$ cat src/rtl/reset_seq_pkg.sv
// Shared types and constants for the reset sequencer.
// Optional accepted-request counter is enabled by defining RESET_SEQ_COUNT_EN.
package reset_seq_pkg;

   typedef enum logic [2:0] {
      HOLD,
      STRETCH,
      RELEASE,
      RUN,
      SW_ASSERT
   } state_t;

   localparam int DEF_SYNC_STAGES    = 2;
   localparam int DEF_STRETCH_CYCLES = 16;
   localparam int DEF_NUM_DOMAINS    = 3;
   localparam int DEF_DOMAIN_GAP     = 4;
   localparam int DEF_CNT_W          = 8;

   // Counter width for a limit, never narrower than one bit.
   function automatic int clog2_min1(input int value);
      return (value <= 1) ? 1 : $clog2(value);
   endfunction

endpackage

$ cat src/rtl/reset_sync.sv
// Async-assert / sync-deassert chain; sync_ok goes high SYNC_STAGES edges after reset lifts.
module reset_sync
   import reset_seq_pkg::*;
#(
   parameter int SYNC_STAGES = DEF_SYNC_STAGES
) (
   input  logic clk,
   input  logic reset,
   output logic sync_ok
);

   logic [SYNC_STAGES-1:0] chain;

   always_ff @(posedge clk or negedge reset) begin
      if (!reset) begin
         chain <= '0;
      end else begin
         chain <= {chain[SYNC_STAGES-2:0], 1'b1};
      end
   end

   assign sync_ok = chain[SYNC_STAGES-1];

endmodule

$ cat src/rtl/reset_sequencer.sv
// Staged per-domain reset generator with stretch, ordered release and software reset handshake.
// Define RESET_SEQ_COUNT_EN to build the saturating accepted-request counter on rst_count.
module reset_sequencer
   import reset_seq_pkg::*;
#(
   parameter int SYNC_STAGES    = DEF_SYNC_STAGES,
   parameter int STRETCH_CYCLES = DEF_STRETCH_CYCLES,
   parameter int NUM_DOMAINS    = DEF_NUM_DOMAINS,
   parameter int DOMAIN_GAP     = DEF_DOMAIN_GAP,
   parameter int CNT_W          = DEF_CNT_W
) (
   input  logic                   clk,
   input  logic                   reset,
   input  logic                   sw_req,
   output logic                   sw_ack,
   output logic [NUM_DOMAINS-1:0] dom_rst_n,
   output logic                   all_released,
   output logic [CNT_W-1:0]       rst_count
);

   localparam int STR_W = clog2_min1(STRETCH_CYCLES);
   localparam int GAP_W = clog2_min1(DOMAIN_GAP);
   localparam int IDX_W = clog2_min1(NUM_DOMAINS);

   localparam logic [STR_W-1:0] STR_LAST = STR_W'(STRETCH_CYCLES - 1);
   localparam logic [GAP_W-1:0] GAP_LAST = GAP_W'(DOMAIN_GAP - 1);
   localparam logic [IDX_W-1:0] IDX_LAST = IDX_W'(NUM_DOMAINS - 1);

   state_t                 state, state_nxt;
   logic [STR_W-1:0]       str_cnt, str_cnt_nxt;
   logic [GAP_W-1:0]       gap_cnt, gap_cnt_nxt;
   logic [IDX_W-1:0]       idx, idx_nxt;
   logic [NUM_DOMAINS-1:0] dom_nxt;
   logic                   all_nxt;
   logic                   ack_nxt;
   logic                   sw_q;
   logic                   sw_rise;
   logic                   sync_ok;

   reset_sync #(
      .SYNC_STAGES(SYNC_STAGES)
   ) u_sync (
      .clk    (clk),
      .reset  (reset),
      .sync_ok(sync_ok)
   );

   // sw_q samples sw_req in every state so a level held into RUN is not an edge.
   assign sw_rise = sw_req & ~sw_q;

   always_ff @(posedge clk or negedge reset) begin
      if (!reset) begin
         state        <= HOLD;
         str_cnt      <= '0;
         gap_cnt      <= '0;
         idx          <= '0;
         dom_rst_n    <= '0;
         all_released <= 1'b0;
         sw_ack       <= 1'b0;
         sw_q         <= 1'b0;
      end else begin
         state        <= state_nxt;
         str_cnt      <= str_cnt_nxt;
         gap_cnt      <= gap_cnt_nxt;
         idx          <= idx_nxt;
         dom_rst_n    <= dom_nxt;
         all_released <= all_nxt;
         sw_ack       <= ack_nxt;
         sw_q         <= sw_req;
      end
   end

   always_comb begin
      state_nxt   = state;
      str_cnt_nxt = '0;
      gap_cnt_nxt = '0;
      idx_nxt     = idx;
      dom_nxt     = dom_rst_n;
      all_nxt     = all_released;
      ack_nxt     = 1'b0;
      case (state)
         HOLD: begin
            if (sync_ok) begin
               state_nxt = STRETCH;
            end
         end
         STRETCH: begin
            if (str_cnt == STR_LAST) begin
               dom_nxt[0] = 1'b1;
               idx_nxt    = '0;
               // With a single domain the entry edge is also the final release.
               if (NUM_DOMAINS == 1) begin
                  all_nxt   = 1'b1;
                  state_nxt = RUN;
               end else begin
                  state_nxt = RELEASE;
               end
            end else begin
               str_cnt_nxt = str_cnt + STR_W'(1);
            end
         end
         RELEASE: begin
            if (gap_cnt == GAP_LAST) begin
               idx_nxt          = idx + IDX_W'(1);
               dom_nxt[idx_nxt] = 1'b1;
               if (idx_nxt == IDX_LAST) begin
                  all_nxt   = 1'b1;
                  state_nxt = RUN;
               end
            end else begin
               gap_cnt_nxt = gap_cnt + GAP_W'(1);
            end
         end
         RUN: begin
            if (sw_rise) begin
               dom_nxt   = '0;
               all_nxt   = 1'b0;
               ack_nxt   = 1'b1;
               state_nxt = SW_ASSERT;
            end
         end
         SW_ASSERT: begin
            state_nxt = STRETCH;
         end
         default: begin
            state_nxt = HOLD;
         end
      endcase
   end

`ifdef RESET_SEQ_COUNT_EN
   function automatic logic [CNT_W-1:0] sat_inc(input logic [CNT_W-1:0] value);
      return (&value) ? value : value + CNT_W'(1);
   endfunction

   always_ff @(posedge clk or negedge reset) begin
      if (!reset) begin
         rst_count <= '0;
      end else if (ack_nxt) begin
         rst_count <= sat_inc(rst_count);
      end
   end
`else
   assign rst_count = '0;
`endif

endmodule

$ cat config.mk
export PLATFORM = sky130hd
export DESIGN_NAME = reset_sequencer
export DESIGN_NICKNAME = d
export VERILOG_FILES = /design/src/rtl/reset_seq_pkg.sv /design/src/rtl/reset_sync.sv /design/src/rtl/reset_sequencer.sv
export SDC_FILE = /design/constraint.sdc
export NUM_CORES = 1
export LEC_CHECK = 0
export BUFFER_PORTS_ARGS = -buffer_cell sky130_fd_sc_hd__buf_2
export CAP_MARGIN = 40
export CORE_MARGIN = 10
export CORE_UTILIZATION = 52
export CTS_CLUSTER_DIAMETER = 80
export DETAILED_ROUTE_END_ITERATION = 12
export PLACE_DENSITY = 0.75
export SETUP_SLACK_MARGIN = 0.02
export SYNTH_ARGS = -nofsm -noshare
export SYNTH_HDL_FRONTEND = slang
export SYNTH_SLANG_ARGS = --single-unit
$ cat constraint.sdc
create_clock -name clk -period 1.57 [get_ports clk]
set_input_delay 0.314 -clock clk [delete_from_list [all_inputs] [get_ports clk]]
set_output_delay 0.314 -clock clk [all_outputs]
set_load 0.02 [all_outputs]
==> results.txt, run 1 <==
A synthesized cell averages 11.33 sq um. Of all cell types, the one taking the most synthesized area is sky130_fd_sc_hd__dfrtp_1. For this design the static power due to leakage is 0.4805 nW.

In the final routed layout, each cell accounts on average for 12.93 um. The buffer count from post-CTS setup fixing came out at 0. The run finished with clean final reports.

The share of synthesized area occupied by flip-flops and latches came out at 0.5452. The compound-gate portion of the synthesized area came out at 0.06600. In this run, distinct cell masters in the synthesized netlist total 27.

In the global route stage, overall resource usage came out at 0.07398. Of the total synthesized cell area, the portion taken by XOR and XNOR cells is 0.03013. In this run, CTS created clock tree buffers numbering 3. The total number of cells along the worst setup path came out at 3.

The clock passes through at most 2 buffers. The die is 60.95 um tall. The final hold slack came out at 0.1529 ns. Summed over all layers, the global routing overflow is 0.

The sum of buffers and inverters on the critical path is 0. Of the total synthesized cell area, the portion taken by AND, OR, NAND and NOR gates is 0.1679. TritonCTS built the clock tree. Of the cells placed in the final design, the portion with a size suffix greater than 1 is 0.1724. The total negative slack came out at 0 ns. In the synthesized netlist, the number of instances is 77. The post-route fraction of the period consumed by the critical path came out at 0.8582.

The power density normalized to cell area came out at 1504 nW/um^2. Setup violations remaining at the end of the flow were counted as 0. The dominant combinational cell family by area after synthesis is simple AND/OR/NAND/NOR gates. The number of DRC markers in iteration 0 came out at 4.

The antenna cell count is 0. The pin count of the biggest net entering global routing came out at 20. The via density per instance came out at 5.068. The final layout contains 96 nets.

The delay contributed by the slowest stage of the critical path is 0.47 ns. The startpoint of the most critical setup path is state[0]. The endpoint identified for the worst register-to-register timing path is idx[1]. The worst voltage drop across the vdd grid came out at 0.9094 mV. The HPWL after detailed placement came out at 1019 um. The number of search-and-repair iterations in the first detailed-routing pass came out at 2. The maximum net fanout on the critical path came out at 8. The insertion delay of the later-clocked pin in the worst-skew pair is 0.29 ns. Traced cell by cell, the critical path runs through or3b_4 -> mux2i_1 -> a22o_2. Derived from the worst setup path, the maximum achievable clock frequency is 742.2 MHz. The number of max-slew violations in the final report is 0.

The total count of hold-check failures in the final report came to 0. Setup repair after global routing left no endpoint under its margin. The total of warnings raised by yosys came out at 0. The quantity of gates resized following cts is 0. The worst register-to-register path begins at state[0]. The clock transition at the registers of the reported paths is 0.11 ns. STA puts the critical path data arrival time at 1.54 ns. Counting I/O delays and the setup requirement, the final critical path takes 1.347 ns. The initial utilization of the core area, before any placement, comes to 0.5657. The mux cell area share after synthesis came out at 0.01148. The floorplan die area is 3715 sq um. STA classifies the critical path startpoint as a register. After synthesis, the cell types taking the most area are sky130_fd_sc_hd__dfrtp_1 55%, sky130_fd_sc_hd__ha_1 7.2%, sky130_fd_sc_hd__buf_4 6.9%. The flop-to-flop setup slack is 0.22 ns.

The flop and latch count out of synthesis is 19. The placeable core area came out at 1541 sq um. The share of Yosys cell area claimed by the top area cell type came out at 0.5452. The number of antenna violations at the first check in global routing came out at 0. The number of global-route vias before repair came out at 483. The post-synth design cell area came out at 872.1 sq um. The tightest min-delay check is of the primary input to register type.

CTS built an H-tree with a depth of 1. The number of vias in the routed layout came out at 522. The most critical setup path has its endpoint at idx[1]. Clock tree synthesis selected as its root buffer the cell sky130_fd_sc_hd__clkbuf_4. The slowest stage of the critical path belongs to the cell sky130_fd_sc_hd__dfrtp_1.

Grouping stages by cell kind, the critical path spends the most delay in flip-flops. The worst setup path is captured at a register. The horizontal die dimension is 60.95 um. The number of sinks handled by clock tree synthesis came out at 19.

The tool flagged a number of max-cap violations equal to 0. The worst setup path category is register to register. The count of buffers added on input and output ports is 7. The wire length of the first global-routing pass came out at 2090 um. Of the total synthesized cell area, the portion taken by full adders, half adders and majority gates is 0.07174. The utilization after layout came out at 0.5966.

The required time reported for the critical path endpoint came out at 1.76 ns. The number of design rule violations left after detail routing is 0. The congestion estimate from routability-driven global placement came to 0.7234. The worst clock skew came out at 0.004004 ns. The area overhead of the layout relative to synthesis is 5.452%.

The final layout contains routed wiring with a total length of 1332 um. The count of nets left with antenna violations once routing finished came out at 0. The depth of the most critical reg-to-reg path came out at 3.

16 I/O pins were placed. The number of cell rows came out at 14.
-- state kept, by name, summed over array words and instances, names as in the netlist --
name	flops
gap_cnt	2
sw_q	1
dom_rst_n	3
str_cnt	4
all_released	1
sw_ack	1
state	3
idx	2
u_sync.chain	2
-- routing by layer --
metal | vias to the layer above | share of wire | routed length, um | GRT usage
met5 | - | 0 | 0 | 0
met4 | 0 | 0.0068 | 9 | 0.02821
met3 | 2 | 0.074 | 99 | 0.03132
met2 | 10 | 0.42 | 555 | 0.1150
met1 | 251 | 0.50 | 667 | 0.08859
li1 | 259 | - | - | -
-- synthesized netlist by cell type, drive strengths merged --
cell    instances
and2            1
xnor2           2
o211ai          1
and3            1
nor2b           1
nand2b          2
conb            2
or3b            1
nor4            1
o22a            1
a221o           1
nor2            9
a22o            1
nor3b           2
dfrtp          19
xor2            1
o22ai           1
mux2i           1
and4bb          1
and3b           1
a21oi           3
nand3           3
inv             4
ha              5
nand2           3
buf             9
-- cell usage in the layout (no fill, tap or decap), types with 3 or more instances in the layout --
| cell | count |
|---|---|
| sky130_fd_sc_hd__buf_2 | 7 |
| sky130_fd_sc_hd__a21oi_1 | 3 |
| sky130_fd_sc_hd__dfrtp_1 | 19 |
| sky130_fd_sc_hd__conb_1 | 9 |
| sky130_fd_sc_hd__nand3_1 | 3 |
| sky130_fd_sc_hd__inv_1 | 4 |
| sky130_fd_sc_hd__clkbuf_4 | 3 |
| sky130_fd_sc_hd__nor2_1 | 9 |
| sky130_fd_sc_hd__nand2_1 | 3 |
| sky130_fd_sc_hd__ha_1 | 5 |
-- layout make-up --
class,instances,area (sq um)
Timing Repair Buffer,8,45.04
Clock inverter,1,5.005
Inverter,4,15.01
Tap cell,16,20.02
Clock buffer,3,22.52
Multi-Input combinational cell,52,336.6
Sequential cell,19,475.5
Fill cell,134,621.8
-- through the flow --
stage | cell area (sq um) | cells | setup slack [ns] | power [W]
after floorplan | 898.4 | 84 | 0.2592 | 0.001039
after global placement | 882.1 | 98 | 0.2381 | 0.001147
after detailed placement | 882.1 | 98 | 0.2395 | 0.001152
after CTS | 919.6 | 103 | 0.2217 | 0.001395
after global routing | 919.6 | 103 | 0.1847 | 0.001477
final | 919.6 | 103 | 0.2227 | 0.001383
-- logic make-up after synthesis --
kind of cell             Yosys count
AND/OR/NAND/NOR                   26
flip-flops                        19
buffers and inverters             13
AO/OA/AOI/OAI                      8
adder cells (fa/ha/maj)            5
XOR/XNOR                           3
other                              2
multiplexers                       1
-- how the worst min path moves through the flow --
stage / start / endpoint / slack [ns] / depth (start not counted)
2_1_floorplan: reset / all_released / 0.02 / 0
3_3_place_gp: reset / gap_cnt[1] / 0.26 / 1
3_5_place_dp: reset / state[2] / 0.27 / 1
4_1_cts: sw_req / sw_q / 0.14 / 1
5_1_grt: sw_req / sw_q / 0.14 / 1
6_report: sw_req / sw_q / 0.15 / 1
-- power breakdown --
| part | switching [W] | internal [W] | total (W) |
|---|---|---|---|
| combinational | 0.000242 | 0.000185 | 0.000427 |
| clock | 0.000150 | 0.0000946 | 0.000244 |
| sequential | 0.0000975 | 0.000614 | 0.000712 |
-- what timing repair did --
action | 4_1_cts | 5_1_grt
hold buffers | 1 | 0
setup endpoints to repair | 0 | 0
hold endpoints to repair | 19 | 0
No activity file was read; power rests on OpenSTA's default activity.
==> run 2: changes to the inputs <==
GPL_TIMING_DRIVEN = 0   (was not set)
==> results.txt, run 2 (synthesis gave the netlist of run 1 again) <==
The number of maximum-capacitance violations is 0. Of the cells placed in the final design, the portion with a size suffix greater than 1 is 0.2500. In this run the post-CTS setup repair buffer count came out at 0. The placer's final routability congestion estimate came out at 0.6811. The min-delay analysis places its worst path in the category primary input to register.

The number of search-and-repair iterations in the first detailed-routing pass is 2. The CTS tree is done. The tree is rooted in a sky130_fd_sc_hd__clkbuf_4.

For this design the ratio of total power to cell area is 1406 nW/um^2. Post-CTS repair changed the size of 0 cells. The via density per instance is 4.821.

The worst hold path begins at sw_req. The worst setup path is of the register to register kind. The fmax came out at 729.3 MHz.

The run finished with clean final reports. The number of buffers created by CTS came out at 3. The number of antenna violations at the first check in global routing was 0. The remaining global-route overflow is 0. The number of cell rows is 14. The commonest non-fill, non-tap cell in the layout is sky130_fd_sc_hd__dfrtp_1. The post-route antenna net violation count is 0. The worst-case clock buffer depth is 2.

The maximum net fanout on the critical path is 7. The horizontal die dimension came out at 60.95 um. The total wire length after detailed routing came out at 1434 um. The number of fill cells is 134.

Detailed routing inserted a total of 540 vias. The total negative slack is 0 ns. The worst setup path is launched from a register. For this configuration, the core starts out at a cell density of 0.5657. The critical path data arrival time came out at 1.55 ns.

The number of max-slew violations in the final report came out at 0. The HPWL after detailed placement is 1121 um. The clock transition at the registers of the reported paths is 0.10 ns.

The area growth from synthesis to layout is 13.63%. The library cells used most frequently in the layout, excluding fill and tap cells, are 19 x sky130_fd_sc_hd__dfrtp_1, 9 x sky130_fd_sc_hd__nor2_1, 9 x sky130_fd_sc_hd__conb_1, 8 x sky130_fd_sc_hd__buf_4, 7 x sky130_fd_sc_hd__buf_2. The total count of hold-check failures in the final report was 0.

The number of DRC markers in iteration 0 is 7. The launch point of the worst reg-to-reg path is gap_cnt[0]. The placeable core area is 1541 sq um. Dividing the final minimum period by the clock period gives 0.8734. The flop-to-flop setup slack came out at 0.20 ns.

The number of design rule violations left after detail routing came out at 0. The net total in the final layout is 105. The total of endpoints with negative setup slack in the final report came out at 0. The pin count of the biggest net entering global routing came out at 20. The minimum period implied by the final worst setup slack is 1.371 ns. The mean routed wirelength per cell is 12.80 um. The overall global routing resource usage came out at 0.08961. The worst voltage drop across the vdd grid came out at 0.7811 mV. The register with the most flip-flops in the final layout is str_cnt. Power comes to 0.001393 W. Setup repair after global routing left no endpoint under its margin. The insertion delay of the later-clocked pin in the worst-skew pair is 0.29 ns.

The final cell count without fillers is 112. The number of placed instances, taps included, is 107. The chip height is 60.95 um. The worst clock skew came out at 0.0007302 ns.

The H-tree depth came out at 1. The register with the most flip-flops in the layout has 4 of them. The hold-critical path depth is 1.

The number of cells on the worst reg-to-reg path is 4. In this run the static leakage power is 0.5304 nW. The required time reported for the critical path endpoint is 1.75 ns. The number of hold buffers added after CTS was 1.

During placement, the flow inserted port buffers numbering 7. The die covers 3715 sq um. The worst setup path is captured at a register.

In this run the critical register-to-register path is captured at dom_rst_n[0]. The worst hold endpoint is sw_q. The wire length of the first global-routing pass came out at 2518 um. At the end of the flow the core is filled with cells to 0.6429.

The total I/O pin count is 16. The number of sinks handled by clock tree synthesis is 19. In the final layout, the registers with the most flip-flops are str_cnt (4), dom_rst_n (3), state (3). The number of global-route vias before repair is 561. The antenna cell count came out at 0.
==> run 2: area by class of cell <==
| type | count | area, sq um | area share |
|---|---|---|---|
| Timing Repair Buffer | 8 | 45.04 | 0.04545 |
| Clock inverter | 1 | 5.005 | 0.005051 |
| Clock buffer | 3 | 22.52 | 0.02273 |
| Inverter | 4 | 15.01 | 0.01515 |
| Sequential cell | 19 | 475.5 | 0.4798 |
| Tap cell | 16 | 20.02 | 0.02020 |
| Multi-Input combinational cell | 52 | 336.6 | 0.3396 |
| Buffer | 9 | 71.32 | 0.07197 |
==> run 2: worst max-delay path: stages (launching register included) <==
cell and delay, ns:
sky130_fd_sc_hd__dfrtp_1 0.39, sky130_fd_sc_hd__ha_1 0.22, sky130_fd_sc_hd__and4bb_2 0.24, sky130_fd_sc_hd__buf_6 0.13, sky130_fd_sc_hd__a221o_1 0.28
==> run 2: per-layer routing <==
metal,vias to the layer above,share of wire,global-route usage
li1,279,-,-
met1,247,0.42,0.09976
met2,12,0.49,0.1499
met3,2,0.077,0.02714
met4,0,0.0098,0.04702
met5,-,0,0
==> run 2: how the worst max path moves through the flow <==
stage | start | end | slack [ns] | cells after the start
5_1_grt | gap_cnt[0] | dom_rst_n[0] | 0.14 | 4
4_1_cts | gap_cnt[0] | dom_rst_n[0] | 0.19 | 4
3_3_place_gp | gap_cnt[0] | dom_rst_n[0] | 0.22 | 4
3_5_place_dp | gap_cnt[0] | dom_rst_n[0] | 0.21 | 4
6_report | gap_cnt[0] | dom_rst_n[0] | 0.20 | 4
2_1_floorplan | gap_cnt[0] | dom_rst_n[0] | 0.26 | 4
==> run 2: per-stage QoR <==
stage	setup slack (ns)	area, sq um	hold slack [ns]
floorplan	0.2592	898.4	0.01841
global placement	0.2192	953.4	0.2655
detailed placement	0.2093	953.4	0.2676
CTS	0.1855	991.0	0.1567
global route	0.1383	991.0	0.1551
finish	0.1988	991.0	0.1734
==> run 2: power by group <==
| part | total [W] | internal [W] | switching (W) |
|---|---|---|---|
| registers | 0.000710 | 0.000614 | 0.0000954 |
| logic | 0.000449 | 0.000198 | 0.000250 |
| clock network | 0.000235 | 0.0000946 | 0.000140 |
| total | 0.00139 | 0.000907 | 0.000486 |
